$ cat config.mk
export PLATFORM = sky130hd
export DESIGN_NAME = nvme_cq_doorbell_rx_flat
export DESIGN_NICKNAME = d
export VERILOG_FILES = /design/src/rtl/nvme_cq_doorbell_rx_pkg.sv /design/src/rtl/nvme_cq_doorbell_rx_if.sv /design/src/rtl/nvme_cq_doorbell_rx_addr_decode.sv /design/src/rtl/nvme_cq_doorbell_rx.sv /design/src/flat_wrapper.sv
export SDC_FILE = /design/constraint.sdc
export NUM_CORES = 1
export LEC_CHECK = 0
export ABC_AREA = 1
export CELL_PAD_IN_SITES_DETAIL_PLACEMENT = 2
export CELL_PAD_IN_SITES_GLOBAL_PLACEMENT = 2
export CORE_MARGIN = 10
export CORE_UTILIZATION = 20
export CTS_CLUSTER_DIAMETER = 100
export DETAILED_ROUTE_END_ITERATION = 8
export PLACE_DENSITY = 0.79
export SYNTH_ARGS = -nofsm -noshare
export SYNTH_HDL_FRONTEND = slang
export SYNTH_SLANG_ARGS = --single-unit
$ cat constraint.sdc
create_clock -name pcie_user_clk -period 1.77 [get_ports pcie_user_clk]
set_clock_uncertainty 0.05 [all_clocks]
set_input_delay 0.354 -clock pcie_user_clk [delete_from_list [all_inputs] [get_ports pcie_user_clk]]
set_output_delay 0.354 -clock pcie_user_clk [all_outputs]
set_load 0.02 [all_outputs]
$ cat src/rtl/nvme_cq_doorbell_rx_pkg.sv
// Shared NVMe doorbell constants and the doorbell request type.
package nvme_cq_doorbell_rx_pkg;

    localparam logic [31:0] DB_BASE = 32'h0000_1000;
    localparam int          NUM_CQ  = 9;
    localparam int          QID_W   = 4;

    localparam logic ERR_INV_REG = 1'b0;
    localparam logic ERR_INV_VAL = 1'b1;

    typedef struct packed {
        logic [QID_W-1:0] qid;
        logic [31:0]      dat;
    } db_req_t;

endpackage

$ cat src/rtl/nvme_cq_doorbell_rx_if.sv
// Host doorbell write port plus the error report handshake.
interface nvme_cq_doorbell_rx_if
    import nvme_cq_doorbell_rx_pkg::*;
#(
    parameter int C_DB_ADDR_WIDTH = 16
);
    logic                       db_wr_en;
    logic                       db_wr_ready;
    logic [C_DB_ADDR_WIDTH-1:0] db_wr_addr;
    logic [31:0]                db_wr_data;
    logic                       db_err_valid;
    logic                       db_err_code;
    logic [QID_W-1:0]           db_err_qid;
    logic                       db_err_ack;

    modport master (
        output db_wr_en, db_wr_addr, db_wr_data, db_err_ack,
        input  db_wr_ready, db_err_valid, db_err_code, db_err_qid
    );

    modport slave (
        input  db_wr_en, db_wr_addr, db_wr_data, db_err_ack,
        output db_wr_ready, db_err_valid, db_err_code, db_err_qid
    );
endinterface

$ cat src/rtl/nvme_cq_doorbell_rx_addr_decode.sv
// Combinational BAR0 offset to CQ head doorbell decode (stride 0); no state, no backpressure.
module nvme_db_addr_decode
    import nvme_cq_doorbell_rx_pkg::*;
#(
    parameter int C_DB_ADDR_WIDTH = 16
) (
    input  logic [C_DB_ADDR_WIDTH-1:0] addr_i,
    output logic                       hit_o,
    output logic [QID_W-1:0]           qid_o
);
    logic [31:0] addr_ext;
    logic [31:0] rel;

    // CQ y head sits at rel = 8y + 4, so the low three bits must read 3'b100.
    always_comb begin
        addr_ext = 32'(addr_i);
        rel      = addr_ext - DB_BASE;
        hit_o    = (addr_ext >= DB_BASE) && (rel[2:0] == 3'b100) &&
                   (rel[31:3] < 29'(NUM_CQ));
        qid_o    = rel[6:3];
    end
endmodule

$ cat src/rtl/nvme_cq_doorbell_rx.sv
// CQ head doorbell receiver: head/pulse 2 cycles after accept; ready drops only while an error is pending.
// Error checking and reporting are built only with NVME_DB_ERR_CHECK_EN defined.
module nvme_cq_doorbell_rx
    import nvme_cq_doorbell_rx_pkg::*;
#(
    parameter int C_PCIE_ADDR_WIDTH = 48,
    parameter int C_DB_ADDR_WIDTH   = 16
) (
    input  logic                        pcie_user_clk,
    input  logic                        pcie_user_rst_n,
    nvme_cq_doorbell_rx_if.slave        db_if,
    input  logic [NUM_CQ-1:0]           cq_rst_n,
    input  logic [NUM_CQ-1:0]           cq_valid,
    input  logic [8*NUM_CQ-1:0]         cq_size,
    output logic [7:0]                  admin_cq_head_ptr,
    output logic [7:0]                  io_cq1_head_ptr,
    output logic [7:0]                  io_cq2_head_ptr,
    output logic [7:0]                  io_cq3_head_ptr,
    output logic [7:0]                  io_cq4_head_ptr,
    output logic [7:0]                  io_cq5_head_ptr,
    output logic [7:0]                  io_cq6_head_ptr,
    output logic [7:0]                  io_cq7_head_ptr,
    output logic [7:0]                  io_cq8_head_ptr,
    output logic [NUM_CQ-1:0]           cq_head_update
);
    logic             dec_hit;
    logic [QID_W-1:0] dec_qid;
    logic             accept;
    logic             s1_vld_q, s2_vld_q;
    db_req_t          s1_q, s2_q;
    logic             q_live, range_ok, wr_ok;
    logic [7:0]       q_size;
    logic [7:0]       head_q [NUM_CQ];
    logic [7:0]       head_d [NUM_CQ];
    logic [NUM_CQ-1:0] upd_q, upd_d;

    // The host address width carries no logic; it only rejects a degenerate build.
    if (C_PCIE_ADDR_WIDTH > 0) begin : g_dec
        nvme_db_addr_decode #(.C_DB_ADDR_WIDTH(C_DB_ADDR_WIDTH)) u_dec (
            .addr_i (db_if.db_wr_addr),
            .hit_o  (dec_hit),
            .qid_o  (dec_qid)
        );
    end else begin : g_no_dec
        assign dec_hit = 1'b0;
        assign dec_qid = '0;
    end

    assign accept = db_if.db_wr_en && db_if.db_wr_ready;

    always_ff @(posedge pcie_user_clk or negedge pcie_user_rst_n) begin
        if (!pcie_user_rst_n) begin
            s1_vld_q <= 1'b0;
            s1_q     <= '0;
            s2_vld_q <= 1'b0;
            s2_q     <= '0;
        end else begin
            s1_vld_q <= accept && dec_hit;
            if (accept && dec_hit) begin
                s1_q <= '{qid: dec_qid, dat: db_if.db_wr_data};
            end
            s2_vld_q <= s1_vld_q;
            s2_q     <= s1_q;
        end
    end

    always_comb begin
        q_live   = cq_valid[s2_q.qid] && cq_rst_n[s2_q.qid];
        q_size   = cq_size[{s2_q.qid, 3'b000} +: 8];
        range_ok = (s2_q.dat[31:8] == 24'd0) && (s2_q.dat[7:0] <= q_size);
`ifdef NVME_DB_ERR_CHECK_EN
        wr_ok    = s2_vld_q && q_live && range_ok;
`else
        wr_ok    = s2_vld_q && q_live;
`endif
    end

    // Queue clear wins over a same-cycle doorbell commit.
    always_comb begin
        for (int y = 0; y < NUM_CQ; y++) begin
            head_d[y] = head_q[y];
            upd_d[y]  = 1'b0;
            if (!cq_rst_n[y]) begin
                head_d[y] = '0;
            end else if (wr_ok && (s2_q.qid == QID_W'(y))) begin
                head_d[y] = s2_q.dat[7:0];
                upd_d[y]  = 1'b1;
            end
        end
    end

    always_ff @(posedge pcie_user_clk or negedge pcie_user_rst_n) begin
        if (!pcie_user_rst_n) begin
            for (int y = 0; y < NUM_CQ; y++) head_q[y] <= '0;
            upd_q <= '0;
        end else begin
            for (int y = 0; y < NUM_CQ; y++) head_q[y] <= head_d[y];
            upd_q <= upd_d;
        end
    end

`ifdef NVME_DB_ERR_CHECK_EN
    logic             err_vld_q, err_code_q;
    logic [QID_W-1:0] err_qid_q;
    logic             err_new;

    // Only the first error is latched; later failures in flight are dropped.
    assign err_new = s2_vld_q && !(q_live && range_ok) && !err_vld_q;

    always_ff @(posedge pcie_user_clk or negedge pcie_user_rst_n) begin
        if (!pcie_user_rst_n) begin
            err_vld_q  <= 1'b0;
            err_code_q <= 1'b0;
            err_qid_q  <= '0;
        end else if (err_vld_q && db_if.db_err_ack) begin
            err_vld_q  <= 1'b0;
            err_code_q <= 1'b0;
            err_qid_q  <= '0;
        end else if (err_new) begin
            err_vld_q  <= 1'b1;
            err_code_q <= q_live ? ERR_INV_VAL : ERR_INV_REG;
            err_qid_q  <= s2_q.qid;
        end
    end

    assign db_if.db_err_valid = err_vld_q;
    assign db_if.db_err_code  = err_code_q;
    assign db_if.db_err_qid   = err_qid_q;
    assign db_if.db_wr_ready  = !err_vld_q;
`else
    assign db_if.db_err_valid = 1'b0;
    assign db_if.db_err_code  = 1'b0;
    assign db_if.db_err_qid   = '0;
    assign db_if.db_wr_ready  = 1'b1;
`endif

    assign admin_cq_head_ptr = head_q[0];
    assign io_cq1_head_ptr   = head_q[1];
    assign io_cq2_head_ptr   = head_q[2];
    assign io_cq3_head_ptr   = head_q[3];
    assign io_cq4_head_ptr   = head_q[4];
    assign io_cq5_head_ptr   = head_q[5];
    assign io_cq6_head_ptr   = head_q[6];
    assign io_cq7_head_ptr   = head_q[7];
    assign io_cq8_head_ptr   = head_q[8];
    assign cq_head_update    = upd_q;
endmodule

$ cat src/flat_wrapper.sv
// flat-port wrapper written by rule: the top's interface ports become plain ports
module nvme_cq_doorbell_rx_flat import nvme_cq_doorbell_rx_pkg::*;
#(
    parameter int C_PCIE_ADDR_WIDTH = 48,
    parameter int C_DB_ADDR_WIDTH   = 16
)
  (pcie_user_clk, pcie_user_rst_n, cq_rst_n, cq_valid, cq_size, admin_cq_head_ptr, io_cq1_head_ptr, io_cq2_head_ptr, io_cq3_head_ptr, io_cq4_head_ptr, io_cq5_head_ptr, io_cq6_head_ptr, io_cq7_head_ptr, io_cq8_head_ptr, cq_head_update, db_if_db_wr_en, db_if_db_wr_addr, db_if_db_wr_data, db_if_db_err_ack, db_if_db_wr_ready, db_if_db_err_valid, db_if_db_err_code, db_if_db_err_qid);
  nvme_cq_doorbell_rx_if #(.C_DB_ADDR_WIDTH(C_DB_ADDR_WIDTH)) db_if_i ();
  input  logic pcie_user_clk;
  input  logic pcie_user_rst_n;
  input  logic [NUM_CQ-1:0] cq_rst_n;
  input  logic [NUM_CQ-1:0] cq_valid;
  input  logic [8*NUM_CQ-1:0] cq_size;
  output logic [7:0] admin_cq_head_ptr;
  output logic [7:0] io_cq1_head_ptr;
  output logic [7:0] io_cq2_head_ptr;
  output logic [7:0] io_cq3_head_ptr;
  output logic [7:0] io_cq4_head_ptr;
  output logic [7:0] io_cq5_head_ptr;
  output logic [7:0] io_cq6_head_ptr;
  output logic [7:0] io_cq7_head_ptr;
  output logic [7:0] io_cq8_head_ptr;
  output logic [NUM_CQ-1:0] cq_head_update;
  input wire logic [$bits(db_if_i.db_wr_en)-1:0] db_if_db_wr_en;
  input wire logic [$bits(db_if_i.db_wr_addr)-1:0] db_if_db_wr_addr;
  input wire logic [$bits(db_if_i.db_wr_data)-1:0] db_if_db_wr_data;
  input wire logic [$bits(db_if_i.db_err_ack)-1:0] db_if_db_err_ack;
  output wire logic [$bits(db_if_i.db_wr_ready)-1:0] db_if_db_wr_ready;
  output wire logic [$bits(db_if_i.db_err_valid)-1:0] db_if_db_err_valid;
  output wire logic [$bits(db_if_i.db_err_code)-1:0] db_if_db_err_code;
  output wire logic [$bits(db_if_i.db_err_qid)-1:0] db_if_db_err_qid;
  assign db_if_i.db_wr_en = db_if_db_wr_en;
  assign db_if_i.db_wr_addr = db_if_db_wr_addr;
  assign db_if_i.db_wr_data = db_if_db_wr_data;
  assign db_if_i.db_err_ack = db_if_db_err_ack;
  assign db_if_db_wr_ready = db_if_i.db_wr_ready;
  assign db_if_db_err_valid = db_if_i.db_err_valid;
  assign db_if_db_err_code = db_if_i.db_err_code;
  assign db_if_db_err_qid = db_if_i.db_err_qid;
  nvme_cq_doorbell_rx #(.C_PCIE_ADDR_WIDTH(C_PCIE_ADDR_WIDTH), .C_DB_ADDR_WIDTH(C_DB_ADDR_WIDTH)) u_core (.pcie_user_clk(pcie_user_clk), .pcie_user_rst_n(pcie_user_rst_n), .db_if(db_if_i), .cq_rst_n(cq_rst_n), .cq_valid(cq_valid), .cq_size(cq_size), .admin_cq_head_ptr(admin_cq_head_ptr), .io_cq1_head_ptr(io_cq1_head_ptr), .io_cq2_head_ptr(io_cq2_head_ptr), .io_cq3_head_ptr(io_cq3_head_ptr), .io_cq4_head_ptr(io_cq4_head_ptr), .io_cq5_head_ptr(io_cq5_head_ptr), .io_cq6_head_ptr(io_cq6_head_ptr), .io_cq7_head_ptr(io_cq7_head_ptr), .io_cq8_head_ptr(io_cq8_head_ptr), .cq_head_update(cq_head_update));
endmodule
==> results of run 1 <==
-- timing repair --
item                       CTS  global route
pin swaps                   19            43
cloned                       2             8
setup endpoints to repair  130           101
hold endpoints to repair    26             0
hold buffers                 1             0
setup buffers                6             1
gates resized for setup     61            63
-- final timing paths --
kind                                                   to  depth (start not counted)       startpoint  slack, ps
worst max-delay path            u_core.io_cq6_head_ptr[7]                         14  u_core.s2_q[32]       -140
worst min-delay path                      u_core.s2_vld_q                          0  u_core.s1_vld_q        310
worst max register to register  u_core.io_cq6_head_ptr[7]                         14  u_core.s2_q[32]       -140
worst min register to register            u_core.s2_vld_q                          0  u_core.s1_vld_q        310
max in group asynchronous       u_core.io_cq8_head_ptr[6]                          3  pcie_user_rst_n        660
min in group asynchronous        u_core.cq_head_update[6]                          2  pcie_user_rst_n        440
-- through the flow --
| step | std cells | setup TNS, ps | utilization | hold WS [ps] | power [mW] |
|---|---|---|---|---|---|
| finish | 951 | -7220 | 0.324 | 305 | 4.74 |
| global route | 951 | -16050 | 0.324 | 309 | 4.95 |
| CTS | 942 | -4160 | 0.307 | 308 | 4.81 |
| detailed placement | 917 | -32200 | 0.289 | 290 | 2.77 |
| global placement | 917 | -31770 | 0.289 | 285 | 2.77 |
| floorplan | 497 | 0 | - | 8.41 | 2.58 |
-- area by class of cell --
| class | instances | area, µm² | area share |
|---|---|---|---|
| timing repair buffer | 196 | 2050 | 0.288 |
| inverter | 18 | 70.1 | 0.00982 |
| clock inverter | 7 | 66.3 | 0.00930 |
| sequential | 107 | 2680 | 0.376 |
| multi-input combinational | 334 | 1690 | 0.237 |
| clock buffer | 9 | 225 | 0.0316 |
| tap | 280 | 350 | 0.0491 |
-- kinds of logic (layout without fill, tap and decap cells) --
family                 count (synthesis)  after routing
DFF                                  107            107
AOI/OAI and AO/OA                      2              2
and+or+nand+nor                      325            325
buffers and inverters                 56            230
other                                  2              7
-- power groups by stage --
stage	clock network, mW	registers, mW	logic [mW]
2_1_floorplan	0	2.49	0.0821
3_3_place_gp	0	2.50	0.272
6_report	2.01	2.45	0.291
4_1_cts	2.08	2.45	0.283
3_5_place_dp	0	2.50	0.278
5_1_grt	2.19	2.45	0.317
-- flip-flops by register name, summed over array words and instances (netlist names) --
name                      cells
u_core.admin_cq_head_ptr      8
u_core.cq_head_update         9
u_core.io_cq1_head_ptr        8
u_core.io_cq2_head_ptr        8
u_core.io_cq3_head_ptr        8
u_core.io_cq4_head_ptr        8
u_core.io_cq5_head_ptr        8
u_core.io_cq6_head_ptr        8
u_core.io_cq7_head_ptr        8
u_core.io_cq8_head_ptr        8
u_core.s1_q                  12
u_core.s1_vld_q               1
u_core.s2_q                  12
u_core.s2_vld_q               1
-- metal layers --
| layer | share of wire | track usage | wire (µm) | up-vias |
|---|---|---|---|---|
| met4 | 0.0065 | 0.0275 | 123 | 0 |
| met1 | 0.44 | 0.152 | 8400 | 2153 |
| li1 | - | - | - | 1964 |
| met3 | 0.051 | 0.0419 | 960 | 8 |
| met2 | 0.50 | 0.214 | 9480 | 97 |
| met5 | 0 | 0 | 0 | - |
-- critical path, cell delays in order (launching register included) --
cell and delay, ps:
dfrtp_1 400, inv_2 110, buf_6 140, nand2_2 50, nand2_1 60, nand2_1 80
nand2_1 100, nand2_2 70, nand3_4 110, nand2_4 70, nor2_8 120, buf_12 150
clkbuf_16 150, nand3_1 70, nand2_1 100
-- placed cells by master (no fill, tap or decap), types with 2 or more instances in the layout --
cell type,count
buf_12,8
dfrtp_1,106
inv_6,3
nor2_1,9
dlygate4sd2_1,49
nand2_1,129
nand2_4,2
buf_6,14
clkdlybuf4s50_1,55
nand3_4,3
nand4_1,11
nor2_2,5
buf_16,2
nand3_2,17
conb_1,7
nand2_2,11
clkbuf_16,14
inv_1,15
buf_4,42
nand3_1,134
dlymetal6s2s_1,20
==> impl_metrics.yaml, run 1 <==
synthesis:
  synth_area_um2: 4520
  yosysMostFrequentCell: "nand3_1"
  synth_seq_area_share: 0.593
  synth_common_cells: "nand3_1 (154), nand2_1 (140), dfrtp_1 (107)"
  synth-simple-area-share: 0.331
  synth_cells: 492
  synth-edff-count: 0
  yosys.area.top_type_share: 0.593
  synth_adder_area_share: 0
  ys_ff_latch: 107
  synthXorXnorAreaFrac: 0
  async_flop_share: 1.00
  synth.distinct_cells: 23
  synth_top_family_by_area: "simple AND/OR/NAND/NOR gates"
  synth_compound_area_frac: 0.00277
  yosys_warnings: 0
  synthMuxAreaShare: 0
  synth_area_leaders: "dfrtp_1 (59%), nand3_1 (17%), nand2_1 (12%), buf_6 (2.0%), buf_4 (1.7%)"
  synth_flop_cell: "dfrtp_1"
  yosys.area.top_type: "dfrtp_1"
  avgSynthCellArea_um2: 9.18
floorplan:
  die_w_um: 170
  die_h_um: 170
  dieArea_um2: 29000
  boundaryPins: 230
  core_um2: 22000
  initial_core_util: 0.205
  std_cell_rows: 54
timing:
  setup_ws_ps: -136
  hold_viol: 0
  period_needed_ps: 1910
  finalCritPeriodShare: 1.08
  max_freq_ghz: 0.525
  drv_slew: 0
  slew_headroom: 0.498
  worst_pin_slew_ps: 753
  rsz0062_at_grt: "true"
  setup_violations: 73
placed_design:
  dp_hpwl_um: 13200
  gp_congestion: 0.776
  dp_slack_ps: -441
  post_dp_cell_area_um2: 6370
  io_buffer_count: 125
clock_tree:
  path_clk_slew_ps: 80
  clk_path_buf_depth: 2
  clockRootBuffer: "clkbuf_16"
  htreeDepth: 3
  clkSinkCount: 107
  tritoncts: "done"
  clock_latency_ps: 360
  cts_buffers: 9
power_and_ir_drop:
  sequentialPowerShare: 0.516
  swShare: 0.247
  p_per_area_nw_per_um2: 665
  irDropWorstVdd_mv: 0.460
  power.switching_mw: 1.17
  cellInternalPower_mw: 3.57
  total_leakage_power_nw: 4.13
  power_frac_comb: 0.061
  clkPwrFrac: 0.423
global_route:
  track_usage: 0.126
  antenna_found_initial: 0
  grt_max_degree: 32
  overflow: 0
  grt_pass1_wl_um: 28200
  grt_pass1_vias: 4723
setup_path:
  crit_path_end_kind: "flip-flop"
  cp.required_ps: 2020
  crit_path_start_kind: "flip-flop"
  path_max_fanout: 7
  worstSetupPathType: "flip-flop to flip-flop"
  crit_arrival_ps: 2150
final_layout:
  diodes: 0
  fill_cells: 2451
  nets: 808
  drive_above_1_share: 0.195
  design_area_um2: 7130
  area_growth_pct: 58.0
drt:
  drtIter0Drc: 282
  route.antenna.remaining_nets: 0
  wirelength_um: 19000
  via_per_inst: 4.44
  vias: 4222
  drc: 0
  firstDrtPassIters: 4
  wl_per_cell_um: 19.9
flow_run:
  cap_violations: 0
run_status:
  violations: "negative setup slack"
  status: "complete, but fails checks"
worst_hold_path:
  hold_class: "flip-flop to flip-flop"
Power figures use the tool's default switching activity.
==> run 2: changes to the inputs <==
--- a/config.mk
+++ b/config.mk
@@ -9,10 +9,10 @@
 export CELL_PAD_IN_SITES_DETAIL_PLACEMENT = 2
 export CELL_PAD_IN_SITES_GLOBAL_PLACEMENT = 2
 export CORE_MARGIN = 10
-export CORE_UTILIZATION = 20
+export CORE_UTILIZATION = 22
 export CTS_CLUSTER_DIAMETER = 100
 export DETAILED_ROUTE_END_ITERATION = 8
-export PLACE_DENSITY = 0.79
+export PLACE_DENSITY = 0.85
 export SYNTH_ARGS = -nofsm -noshare
 export SYNTH_HDL_FRONTEND = slang
 export SYNTH_SLANG_ARGS = --single-unit
==> constraint.sdc (replaced) <==
create_clock -name pcie_user_clk -period 1.84 [get_ports pcie_user_clk]
set_clock_uncertainty 0.05 [all_clocks]
set_input_delay 0.368 -clock pcie_user_clk [delete_from_list [all_inputs] [get_ports pcie_user_clk]]
set_output_delay 0.368 -clock pcie_user_clk [all_outputs]
set_load 0.02 [all_outputs]
==> impl_metrics.yaml, run 2 (synthesis results as in run 1) <==
drt:
  vias: 4207
  wirelength_um: 18900
  via_per_inst: 4.53
  drtIter0Drc: 194
  firstDrtPassIters: 4
  route.antenna.remaining_nets: 0
  wl_per_cell_um: 20.4
  drc: 0
run_status:
  violations: "negative setup slack"
  status: "complete, but fails checks"
floorplan:
  dieArea_um2: 26700
  initial_core_util: 0.223
  die_w_um: 163
  boundaryPins: 230
  die_h_um: 163
  std_cell_rows: 52
  core_um2: 20200
clock_tree:
  tritoncts: "done"
  clockRootBuffer: "clkbuf_16"
  clkSinkCount: 107
  cts_buffers: 9
  htreeDepth: 3
  path_clk_slew_ps: 80
  clock_latency_ps: 360
  clk_path_buf_depth: 2
placed_design:
  dp_cells: 896
  post_dp_cell_area_um2: 6250
  dp_hpwl_um: 13000
  io_buffer_count: 125
  gp_congestion: 0.746
power_and_ir_drop:
  total_leakage_power_nw: 3.52
  irDropWorstVdd_mv: 0.357
  total_power_mw: 4.60
  p_per_area_nw_per_um2: 653
global_route:
  overflow: 0
  grt_max_degree: 56
  track_usage: 0.133
  grt_pass1_vias: 4683
  grt_pass1_wl_um: 27500
  antenna_found_initial: 0
final_layout:
  final_cell_mix: "nand2_1 (126), nand3_1 (122), clkdlybuf4s50_1 (118)"
  stdcell_count: 928
  area_growth_pct: 56.2
  nets: 795
  final_common_cell: "nand2_1"
  design_area_um2: 7050
  diodes: 0
  drive_above_1_share: 0.204
flow_run:
  cap_violations: 0
timing:
  holdWs_ps: 305
  setup_ws_ps: -30.6
  worst_pin_slew_ps: 811
  hold_viol: 0
  setup_tns_ps: -322
  drv_slew: 0
  slew_headroom: 0.459
  period_needed_ps: 1870
  finalCritPeriodShare: 1.02
  rsz0062_at_grt: "true"
  max_freq_ghz: 0.535
  setup_violations: 24
setup_path:
  crit_arrival_ps: 2110
  path_max_fanout: 8
  crit_path_end_kind: "flip-flop"
  worstSetupPathType: "flip-flop to flip-flop"
  crit_path_start_kind: "flip-flop"
  cp.required_ps: 2080
worst_hold_path:
  hold_class: "primary input to asynchronous set/reset pin"
run 2: changes by cell type in the layout (fill, tap and decap cells not counted), sizes merged:
cell | before | now
dlymetal6s2s | 20 | 4
dlygate4sd2 | 49 | 2
buf | 66 | 52
clkinv | 3 | 6
clkdlybuf4s50 | 55 | 118
clkinvlp | 1 | 0
inv | 21 | 20
run 2: path summary, 6_finish.rpt:
check | startpoint | end | slack (ps) | cells past startpoint
setup / recovery | u_core.s2_q[32] | u_core.io_cq5_head_ptr[0] | -30 | 13
min in group pcie_user_clk | u_core.s1_vld_q | u_core.s2_vld_q | 310 | 0
max in group asynchronous | pcie_user_rst_n | u_core.s2_q[32] | 930 | 3
hold reg to reg | u_core.s1_vld_q | u_core.s2_vld_q | 310 | 0
hold / removal | pcie_user_rst_n | u_core.cq_head_update[5] | 310 | 2
setup reg to reg | u_core.s2_q[32] | u_core.io_cq5_head_ptr[0] | -30 | 13
run 2: cell type report:
cell class,count,area [µm²]
Fill cell,2205,13200
Sequential cell,107,2680
Timing Repair Buffer,182,1880
Multi-Input combinational cell,334,1760
Tap cell,270,338
Clock buffer,9,225
Clock inverter,7,78.8
Inverter,18,77.6
Timing Repair inverter,1,6.26
run 2: worst max-delay path: stages, from the launching register on:
cell and delay [ps]:
dfrtp_2 460, buf_6 160, nand2_1 60, nand2_1 70, nand2_1 70, nand2_2 70
nand2_2 60, nand3_4 100, nand2_4 70, nor2_8 140, buf_12 140, clkbuf_16 170
nand3_2 60, nand2_1 100
run 2: per-layer routing:
metal	share of wire	track usage	vias up	wire (µm)
met5	0	0	-	0
met4	0.0079	0.0422	0	150
met2	0.51	0.228	107	9740
met1	0.42	0.157	2145	8010
li1	-	-	1944	-
met3	0.055	0.0410	11	1040
run 2: through the flow:
| step | setup WS (ps) | utilization |
|---|---|---|
| 2_1_floorplan | 190 | - |
| 3_3_place_gp | -330 | 0.309 |
| 3_5_place_dp | -389 | 0.309 |
| 4_1_cts | 2.59 | 0.325 |
| 5_1_grt | -143 | 0.349 |
| 6_report | -30.6 | 0.349 |
run 2: repair_timing:
action                                  CTS  global route
buffers inserted                          0             5
cloned                                    0            10
endpoints found under the setup margin   74            76
pin swaps                                 0            75
hold buffers                              1             0
endpoints found under the hold margin   107             0
resized for setup                         8            60
run 2: report_power, final:
group	switching [mW]	total [mW]	internal [mW]
registers	0.00359	2.35	2.35
logic	0.143	0.268	0.125
clock network	1.01	1.98	0.975
total	1.15	4.60	3.45
==> run 3: changes to the inputs <==
--- a/config.mk
+++ b/config.mk
@@ -12,7 +12,7 @@
 export CORE_UTILIZATION = 22
 export CTS_CLUSTER_DIAMETER = 100
 export DETAILED_ROUTE_END_ITERATION = 8
-export PLACE_DENSITY = 0.85
+export PLACE_DENSITY = 0.91
 export SYNTH_ARGS = -nofsm -noshare
 export SYNTH_HDL_FRONTEND = slang
 export SYNTH_SLANG_ARGS = --single-unit
==> impl_metrics.yaml, run 3 (synthesis results as in run 1) <==
final_layout:
  nets: 793
  drive_above_1_share: 0.154
  final_cell_mix: "nand3_1 (147), nand2_1 (132), clkdlybuf4s50_1 (122)"
  postLayoutCoreUtil: 0.338
  area_growth_pct: 51.5
  final_common_cell: "nand3_1"
floorplan:
  std_cell_rows: 52
  die_w_um: 163
  core_um2: 20200
  boundaryPins: 230
  dieArea_um2: 26700
  initial_core_util: 0.223
  die_h_um: 163
drt:
  drc: 0
  dr_wl_met3_um: 1010
  firstDrtPassIters: 4
  route.antenna.remaining_nets: 0
  vias: 4169
  drtIter0Drc: 164
  via_per_inst: 4.50
  wirelength_um: 18300
  met1Wirelength_um: 7530
  routed-wl-met2_um: 9530
  routed.top_layer: "met4"
  wl_per_cell_um: 19.7
flow_run:
  cap_violations: 0
worst_hold_path:
  hp-start: "u_core.s1_vld_q"
  hold_class: "flip-flop to flip-flop"
  hold_path_depth: 0
timing:
  max_freq_ghz: 0.540
  rsz0062_at_grt: "true"
  worst_pin_slew_ps: 660
  hold_viol: 0
  period_needed_ps: 1850
  drv_slew: 0
  setup_ws_ps: -10.8
  finalCritPeriodShare: 1.01
  setup_violations: 3
  setup_tns_ps: -22.1
  slew_headroom: 0.560
setup_path:
  crit_path_end_kind: "flip-flop"
  cp-startpoint: "cq_rst_n[4]"
  rr_startpoint: "u_core.s2_q[32]"
  setup.worst_path.end: "u_core.io_cq1_head_ptr[4]"
  crit_arrival_ps: 2100
  worstSetupPathType: "primary input to flip-flop"
  path_max_fanout: 5
  cp.required_ps: 2090
  regToRegSetupSlack_ps: -10
  r2r-end: "u_core.io_cq1_head_ptr[4]"
  crit_path_start_kind: "primary input"
  reg2reg_depth: 13
power_and_ir_drop:
  irDropWorstVdd_mv: 0.348
  total_power_mw: 4.53
  p_per_area_nw_per_um2: 663
  total_leakage_power_nw: 3.45
global_route:
  overflow: 0
  antenna_found_initial: 1
  grt_pass1_vias: 4652
  grt_max_degree: 46
  track_usage: 0.132
  grt_pass1_wl_um: 27400
run_status:
  violations: "negative setup slack"
  status: "complete, but fails checks"
clock_tree:
  clk_path_buf_depth: 2
  path_clk_slew_ps: 80
  tritoncts: "done"
  cts_buffers: 9
  clockRootBuffer: "clkbuf_16"
  clock_latency_ps: 360
  clkSinkCount: 107
  htreeDepth: 3
placed_design:
  gp_congestion: 0.763
  dp_slack_ps: -455
  dp_hpwl_um: 13100
  io_buffer_count: 125
==> run 3: changes by cell type in the layout (fill, tap and decap cells not counted), sizes merged <==
cell / change
clkinv: -1
clkinvlp: +1
clkbuf: -2
diode: +1
clkdlybuf4s50: +4
dlymetal6s2s: -2
dlygate4sd2: -2
==> run 3: worst min path at each step <==
stage                                  end  slack, ps
2_1_floorplan  u_core.admin_cq_head_ptr[0]         20
3_3_place_gp      u_core.cq_head_update[5]        230
3_5_place_dp     u_core.io_cq5_head_ptr[4]        230
4_1_cts                    u_core.s2_vld_q        320
5_1_grt                    u_core.s2_vld_q        340
6_report                   u_core.s2_vld_q        320
==> run 3: where the power goes <==
part	switching [mW]	total, mW	internal [mW]
Combinational	0.139	0.263	0.124
Clock	0.974	1.92	0.945
Sequential	0.00321	2.35	2.35
==> run 3: layer usage <==
metal,up-vias,track usage
li1,1931,-
met1,2130,0.152
met3,11,0.0352
met5,-,0
met2,97,0.233
met4,0,0.0398
==> run 3: critical path: stages <==
cell and delay, ps:
clkdlybuf4s50_1 560, nand2_1 90, nand2_2 80, nand2_2 40
nand2_1 60, nand2_2 60, nand3_4 120, nand2_4 80
nor2_8 160, buf_4 170, clkbuf_16 140, nand3_1 80
nand2_1 100
==> run 3: final cells by class <==
type	count	area (µm²)
Antenna cell	1	2.50
Multi-Input combinational cell	334	1610
Clock buffer	9	225
Fill cell	2220	13400
Timing Repair inverter	1	5.00
Inverter	18	75.1
Sequential cell	107	2680
Timing Repair Buffer	180	1850
Clock inverter	7	57.6
Tap cell	270	338
==> run 3: per-stage QoR <==
stage | area (µm²) | hold slack, ps | instances
final | 6840 | 322 | 927
after global routing | 6840 | 344 | 926
after CTS | 6590 | 323 | 915
after detailed placement | 6270 | 233 | 897
after global placement | 6270 | 227 | 897
after floorplan | 4530 | 22.4 | 497
==> run 3: what timing repair did <==
item                                   in CTS  in global routing
hold buffers                                1                  0
setup buffers                               1                  4
endpoints found under the hold margin      18                  0
resized for setup                           6                 29
gates cloned                                0                  7
setup endpoints to repair                  80                 81
pin swaps                                   1                  8
